**config.mk**
```make
export PLATFORM = sky130hd
export DESIGN_NAME = apb_master
export DESIGN_NICKNAME = d
export VERILOG_FILES = /design/src/rtl/apb_pkg.sv /design/src/rtl/apb_master.sv
export SDC_FILE = /design/constraint.sdc
export NUM_CORES = 1
export LEC_CHECK = 0
export CORE_UTILIZATION = 38
export CTS_CLUSTER_DIAMETER = 50
export DETAILED_ROUTE_END_ITERATION = 8
export HOLD_SLACK_MARGIN = 0.15
export PLACE_DENSITY = 0.78
export RECOVER_POWER = 25
export SLEW_MARGIN = 20
export SYNTH_ARGS = -nofsm -noshare
export SYNTH_HDL_FRONTEND = slang
export SYNTH_SLANG_ARGS = --single-unit
```
**constraint.sdc**
```tcl
create_clock -name clk -period 1.7 [get_ports clk]
set_input_delay 0.51 -clock clk [delete_from_list [all_inputs] [get_ports clk]]
set_output_delay 0.51 -clock clk [all_outputs]
set_load 0.05 [all_outputs]
```
**src/rtl/apb_pkg.sv**
```systemverilog
// ---------------------------------------------------------------------------
// apb_pkg
// Shared types and constants for the APB initiator and its users:
//   - apb_state_e : initiator FSM states
//   - rsp_cause_e : encoding of why a response was produced
//   - timer register byte addresses (APB slave on the other side)
//   - helpers that map a response cause onto the rsp_err / rsp_timeout flags
// ---------------------------------------------------------------------------
package apb_pkg;

   typedef enum logic [1:0] {
      IDLE   = 2'd0,
      SETUP  = 2'd1,
      ACCESS = 2'd2,
      RESP   = 2'd3
   } apb_state_e;

   typedef enum logic [1:0] {
      CAUSE_OK       = 2'd0,
      CAUSE_SLVERR   = 2'd1,
      CAUSE_MISALIGN = 2'd2,
      CAUSE_TIMEOUT  = 2'd3
   } rsp_cause_e;

   // Timer register map (byte addresses)
   localparam logic [11:0] TCR_ADDR   = 12'h000;
   localparam logic [11:0] TDR0_ADDR  = 12'h004;
   localparam logic [11:0] TDR1_ADDR  = 12'h008;
   localparam logic [11:0] TCMP0_ADDR = 12'h00C;
   localparam logic [11:0] TCMP1_ADDR = 12'h010;
   localparam logic [11:0] TIER_ADDR  = 12'h014;
   localparam logic [11:0] TISR_ADDR  = 12'h018;
   localparam logic [11:0] THCSR_ADDR = 12'h01C;

   // Every cause other than a clean completion is reported as an error
   function automatic logic cause_is_err(input rsp_cause_e cause);
      return (cause != CAUSE_OK);
   endfunction

   // Only the bounded-wait abort raises the timeout flag
   function automatic logic cause_is_timeout(input rsp_cause_e cause);
      return (cause == CAUSE_TIMEOUT);
   endfunction

endpackage

```
**src/rtl/apb_master.sv**
```systemverilog
// ---------------------------------------------------------------------------
// apb_master
// APB4 initiator: turns one valid/ready command into one APB transfer
// (SETUP then ACCESS) and returns exactly one registered response.
// Misaligned commands are answered with an error without touching the bus;
// a slave that keeps pready low longer than TIMEOUT cycles is abandoned.
//
// Ports
//   clk, rst_n          clock, asynchronous active-low reset
//   cmd_valid/ready     command handshake (ready only while idle)
//   cmd_write/addr/wdata/strb  command payload
//   rsp_valid/ready     response handshake
//   rsp_rdata           read data (0 for writes and any error)
//   rsp_err/timeout     error flag and timeout-cause flag
//   psel..pstrb         APB request outputs (all registered)
//   prdata/pready/pslverr  APB completion inputs (used only in ACCESS)
// ---------------------------------------------------------------------------
module apb_master
   import apb_pkg::*;
#(
   parameter int ADDR_W  = 12,
   parameter int DATA_W  = 32,
   parameter int TIMEOUT = 255
) (
   input  logic                  clk,
   input  logic                  rst_n,
   input  logic                  cmd_valid,
   output logic                  cmd_ready,
   input  logic                  cmd_write,
   input  logic [ADDR_W-1:0]     cmd_addr,
   input  logic [DATA_W-1:0]     cmd_wdata,
   input  logic [DATA_W/8-1:0]   cmd_strb,
   output logic                  rsp_valid,
   input  logic                  rsp_ready,
   output logic [DATA_W-1:0]     rsp_rdata,
   output logic                  rsp_err,
   output logic                  rsp_timeout,
   output logic                  psel,
   output logic                  penable,
   output logic                  pwrite,
   output logic [ADDR_W-1:0]     paddr,
   output logic [DATA_W-1:0]     pwdata,
   output logic [DATA_W/8-1:0]   pstrb,
   input  logic [DATA_W-1:0]     prdata,
   input  logic                  pready,
   input  logic                  pslverr
);

   localparam logic [7:0] TIMEOUT_C = 8'(TIMEOUT);

   apb_state_e state_r;
   logic [7:0] wait_cnt_r;

   // Commands are taken only while idle, so at most one transfer is in flight
   assign cmd_ready = (state_r == IDLE);

   // Transfer FSM with registered APB and response outputs
   always_ff @(posedge clk or negedge rst_n) begin
      if (!rst_n) begin
         state_r     <= IDLE;
         wait_cnt_r  <= 8'd0;
         psel        <= 1'b0;
         penable     <= 1'b0;
         pwrite      <= 1'b0;
         paddr       <= {ADDR_W{1'b0}};
         pwdata      <= {DATA_W{1'b0}};
         pstrb       <= {(DATA_W/8){1'b0}};
         rsp_valid   <= 1'b0;
         rsp_rdata   <= {DATA_W{1'b0}};
         rsp_err     <= 1'b0;
         rsp_timeout <= 1'b0;
      end else begin
         case (state_r)
            IDLE: begin
               if (cmd_valid) begin
                  if (cmd_addr[1:0] != 2'b00) begin
                     // Misaligned: answer directly, the bus stays quiet
                     state_r     <= RESP;
                     rsp_valid   <= 1'b1;
                     rsp_rdata   <= {DATA_W{1'b0}};
                     rsp_err     <= cause_is_err(CAUSE_MISALIGN);
                     rsp_timeout <= cause_is_timeout(CAUSE_MISALIGN);
                  end else begin
                     state_r    <= SETUP;
                     wait_cnt_r <= 8'd0;
                     psel       <= 1'b1;
                     penable    <= 1'b0;
                     paddr      <= cmd_addr;
                     pwrite     <= cmd_write;
                     // Reads present zero data and no strobes
                     pwdata     <= cmd_write ? cmd_wdata : {DATA_W{1'b0}};
                     pstrb      <= cmd_write ? cmd_strb  : {(DATA_W/8){1'b0}};
                  end
               end else begin
                  state_r <= IDLE;
               end
            end

            SETUP: begin
               state_r <= ACCESS;
               penable <= 1'b1;
            end

            ACCESS: begin
               if (pready) begin
                  state_r     <= RESP;
                  psel        <= 1'b0;
                  penable     <= 1'b0;
                  rsp_valid   <= 1'b1;
                  // Read data is returned only for a clean read
                  rsp_rdata   <= (!pwrite && !pslverr) ? prdata : {DATA_W{1'b0}};
                  rsp_err     <= cause_is_err(pslverr ? CAUSE_SLVERR : CAUSE_OK);
                  rsp_timeout <= cause_is_timeout(pslverr ? CAUSE_SLVERR : CAUSE_OK);
               end else if (wait_cnt_r == TIMEOUT_C) begin
                  // TIMEOUT wait cycles already spent; this one is the last
                  state_r     <= RESP;
                  psel        <= 1'b0;
                  penable     <= 1'b0;
                  rsp_valid   <= 1'b1;
                  rsp_rdata   <= {DATA_W{1'b0}};
                  rsp_err     <= cause_is_err(CAUSE_TIMEOUT);
                  rsp_timeout <= cause_is_timeout(CAUSE_TIMEOUT);
               end else begin
                  wait_cnt_r <= wait_cnt_r + 8'd1;
               end
            end

            RESP: begin
               if (rsp_ready) begin
                  state_r    <= IDLE;
                  rsp_valid  <= 1'b0;
                  wait_cnt_r <= 8'd0;
               end else begin
                  state_r <= RESP;
               end
            end

            default: begin
               // Unreachable encoding: fall back to a quiet idle bus
               state_r    <= IDLE;
               wait_cnt_r <= 8'd0;
               psel       <= 1'b0;
               penable    <= 1'b0;
               rsp_valid  <= 1'b0;
            end
         endcase
      end
   end

endmodule

```
==> impl_metrics.json <==
{
  "clock_sinks": 96,
  "placed_area_sq_um": 6740,
  "status": "finished, violations left",
  "cts_buffer_depth": 2,
  "grt_max_degree": 38,
  "yosysWarnings": 0,
  "layout-drive-gt1-share_pct": 26.3,
  "gp_congestion": 0.825,
  "htree_levels": 3,
  "grt_overflow": 0,
  "finalNetCount": 639,
  "vdd_drop_max_mv": 1.29,
  "fmax_mhz": 577,
  "fin_ws_ns": -0.0335,
  "cap_violations": 0,
  "seqPwrFrac_pct": 29.7,
  "area_growth_pct": 82.3,
  "dp.cells": 667,
  "clkPwrFrac_pct": 9.7,
  "holdPathStages": 1,
  "viasPerCell": 4.99,
  "numCtsBuffers": 9,
  "synth_cells": 363,
  "hold_class": "flop to flop",
  "grt_pass1_vias": 3538,
  "ios": 174,
  "cp-start-kind": "flop",
  "rsz0062_at_grt": "yes",
  "p_int_mw": 7.97,
  "cts_root_buf": "clkbuf_8",
  "yosysTopAreaCellShare_pct": 62.4,
  "start_util_pct": 39.2,
  "port_buffers": 173,
  "power_density_nw_per_um2": 2020,
  "hold_violations": 0,
  "die_area_sq_um": 10500,
  "synth_seq_area_share_pct": 62.4,
  "yosysTopAreaCell": "dfrtp_1",
  "synth_area_sq_um": 3850,
  "fin_cells": 689,
  "min_period_ns": 1.73,
  "route.detailed.drc": 0,
  "die_h_um": 103,
  "cts_tree": "done",
  "post-route-period-util_pct": 102,
  "antenna_cells": 0,
  "fin_worst_skew_ns": 0.00871,
  "reg2reg_depth": 6,
  "startpoint": "wait_cnt_r[1]",
  "wire_per_inst_um": 16.2,
  "drt-total-wl_mm": 11.2,
  "grt_pass1_wl_mm": 17.5,
  "hold_start": "wait_cnt_r[5]",
  "synth_seq_cells": 96,
  "critPathArrivalTime_ns": 1.97,
  "clk-insertion-delay-late_ns": 0.35,
  "maxSlewViolCount": 0,
  "crit_fanout": 35,
  "end_kind": "flop",
  "synthTopCellsByArea": "dfrtp_1 (62%), nand2_1 (11%), a22o_1 (7.7%), nand3_1 (4.9%), buf_6 (1.5%)",
  "track_usage_pct": 21.7,
  "final-setup-viol-count": 25,
  "worst_pin_slew_ns": 0.947,
  "synth_cell_type_count": 38,
  "criticalPathCategory": "flop to flop",
  "clkTransAtPathRegs_ns": 0.09,
  "die_x_um": 103,
  "crit_required_ns": 1.94,
  "avgSynthCellArea_sq_um": 10.6,
  "first_pass_iters": 4,
  "p_sw_share_pct": 43.9,
  "synthesis.nets": 451,
  "power_switching_mw": 6.23,
  "post-dp-hpwl_mm": 8.21,
  "reg2reg_from": "wait_cnt_r[1]",
  "coreArea_sq_um": 9820,
  "slew_headroom_pct": 36.9,
  "vias": 3441,
  "row_count": 36,
  "p_leak_nw": 3.31,
  "antenna_found_initial": 0,
  "drt_iter0_drc": 119,
  "power_frac_comb_pct": 60.6,
  "fin_area_sq_um": 7020,
  "failed_checks": "negative setup slack",
  "ant_nets": 0
}
==> cell usage in the layout, fill, tap and decap left out, drive strengths merged <==
| master | count |
|---|---|
| inv | 5 |
| bufbuf | 1 |
| or4 | 1 |
| clkinv | 1 |
| a21boi | 1 |
| and2 | 3 |
| o21a | 1 |
| nor3 | 2 |
| xnor2 | 1 |
| nor4 | 1 |
| nand3 | 39 |
| or3b | 1 |
| buf | 114 |
| a211oi | 1 |
| a2bb2oi | 1 |
| dlygate4sd2 | 4 |
| ha | 1 |
| and3 | 6 |
| clkdlybuf4s50 | 81 |
| o21ai | 8 |
| a211o | 1 |
| dlygate4sd3 | 1 |
| nor2 | 8 |
| nand2b | 3 |
| a22o | 34 |
| clkbuf | 12 |
| a31oi | 4 |
| a21o | 1 |
| o21ba | 1 |
| dfrtp | 96 |
| clkinvlp | 3 |
| nand2 | 110 |
| or3 | 1 |
| o2bb2ai | 2 |
| a21oi | 4 |
| a311o | 2 |
==> cell usage after synthesis, drive strengths merged <==
library cell  number
a21oi              4
a211oi             1
nand3             39
nor4               1
nor2               8
dfrtp             96
clkbuf            10
buf               15
or3b               1
a2bb2oi            1
a31oi              4
ha                 1
or3                1
a211o              1
a21boi             1
o2bb2ai            2
a311o              2
a22o              34
o21a               1
and2               3
nor3               2
or4                1
xnor2              1
a21o               1
nand2            110
o21ai              8
inv                4
and3               6
o21ba              1
nand2b             3
==> layout make-up <==
class,count,area [sq um]
Clock buffer,11,141
Clock inverter,5,40.0
Fill cell,693,2800
Inverter,4,15.0
Multi-Input combinational cell,238,1330
Sequential cell,96,2400
Tap cell,133,166
Timing Repair Buffer,202,2930
==> state kept, by name, summed over array words and instances (netlist names) <==
name / count
pwdata: 32
pstrb: 4
pwrite: 1
rsp_err: 1
paddr: 12
wait_cnt_r: 8
rsp_rdata: 32
rsp_timeout: 1
penable: 1
state_r: 2
psel: 1
rsp_valid: 1
==> path summary, 6_finish.rpt <==
kind / slack, ns / end
setup reg to reg: -0.03 / rsp_rdata[31]
min in group asynchronous: 0.84 / rsp_rdata[7]
hold reg to reg: 0.53 / wait_cnt_r[5]
hold / removal: 0.53 / wait_cnt_r[5]
max in group asynchronous: 0.16 / paddr[9]
setup / recovery: -0.03 / rsp_rdata[31]
==> critical path, cell delays in order, from the launching register on <==
cell     delay (ns)
dfrtp_1        0.37
ha_2           0.20
and3_4         0.23
nand3_4        0.08
a311o_1        0.32
buf_12         0.19
a22o_1         0.24
==> metrics by stage <==
stage          utilization, %  total power [mW]  setup TNS [ns]  hold WS [ns]  worst slack [ns]
6_report                 71.5              14.2          -0.296         0.527           -0.0335
2_1_floorplan               -              7.97          -0.136         0.214           -0.0251
3_5_place_dp             68.7              12.8          -42.56         0.509            -0.513
5_1_grt                  71.5              14.8           -3.31         0.556           -0.0910
4_1_cts                  71.3              14.3          -0.245         0.527           -0.0357
3_3_place_gp             68.7              12.5          -38.22         0.495            -0.465
==> power groups by stage <==
stage	combinational (mW)	clock (mW)	sequential [mW]
after CTS	8.62	1.42	4.23
after detailed placement	8.50	0	4.26
after global routing	8.97	1.50	4.32
after global placement	8.34	0	4.21
final	8.60	1.38	4.22
after floorplan	1.35	0	6.62
==> cells by family (layout without fill, tap and decap cells) <==
group,after synthesis,count (layout),synth area share [%]
DFF,96,96,62.4
AOI/OAI and AO/OA,61,61,12.4
adders and majority gates,1,1,0.325
and+or+nand+nor,175,175,20.4
buffers and inverters,29,222,4.32
xor gates and xnor gates,1,1,0.227
==> per-layer routing <==
metal / track usage, % / wire, um / up-vias / part of all wire [%]
met3: 5.56 / 734 / 14 / 6.6
met5: 0 / 0 / - / 0
met1: 26.7 / 4600 / 1683 / 41
met2: 37.4 / 5690 / 130 / 51
li1: - / - / 1614 / -
met4: 6.59 / 167 / 0 / 1.5
==> timing repair <==
action	4_1_cts	5_1_grt
resized for setup	9	5
cloned	1	0
pin swaps	1	1
setup buffers	3	1
endpoints found under the setup margin	83	76
hold buffers	1	0
hold endpoints to repair	33	0
Note: power is estimated with default switching activity, not from simulation.
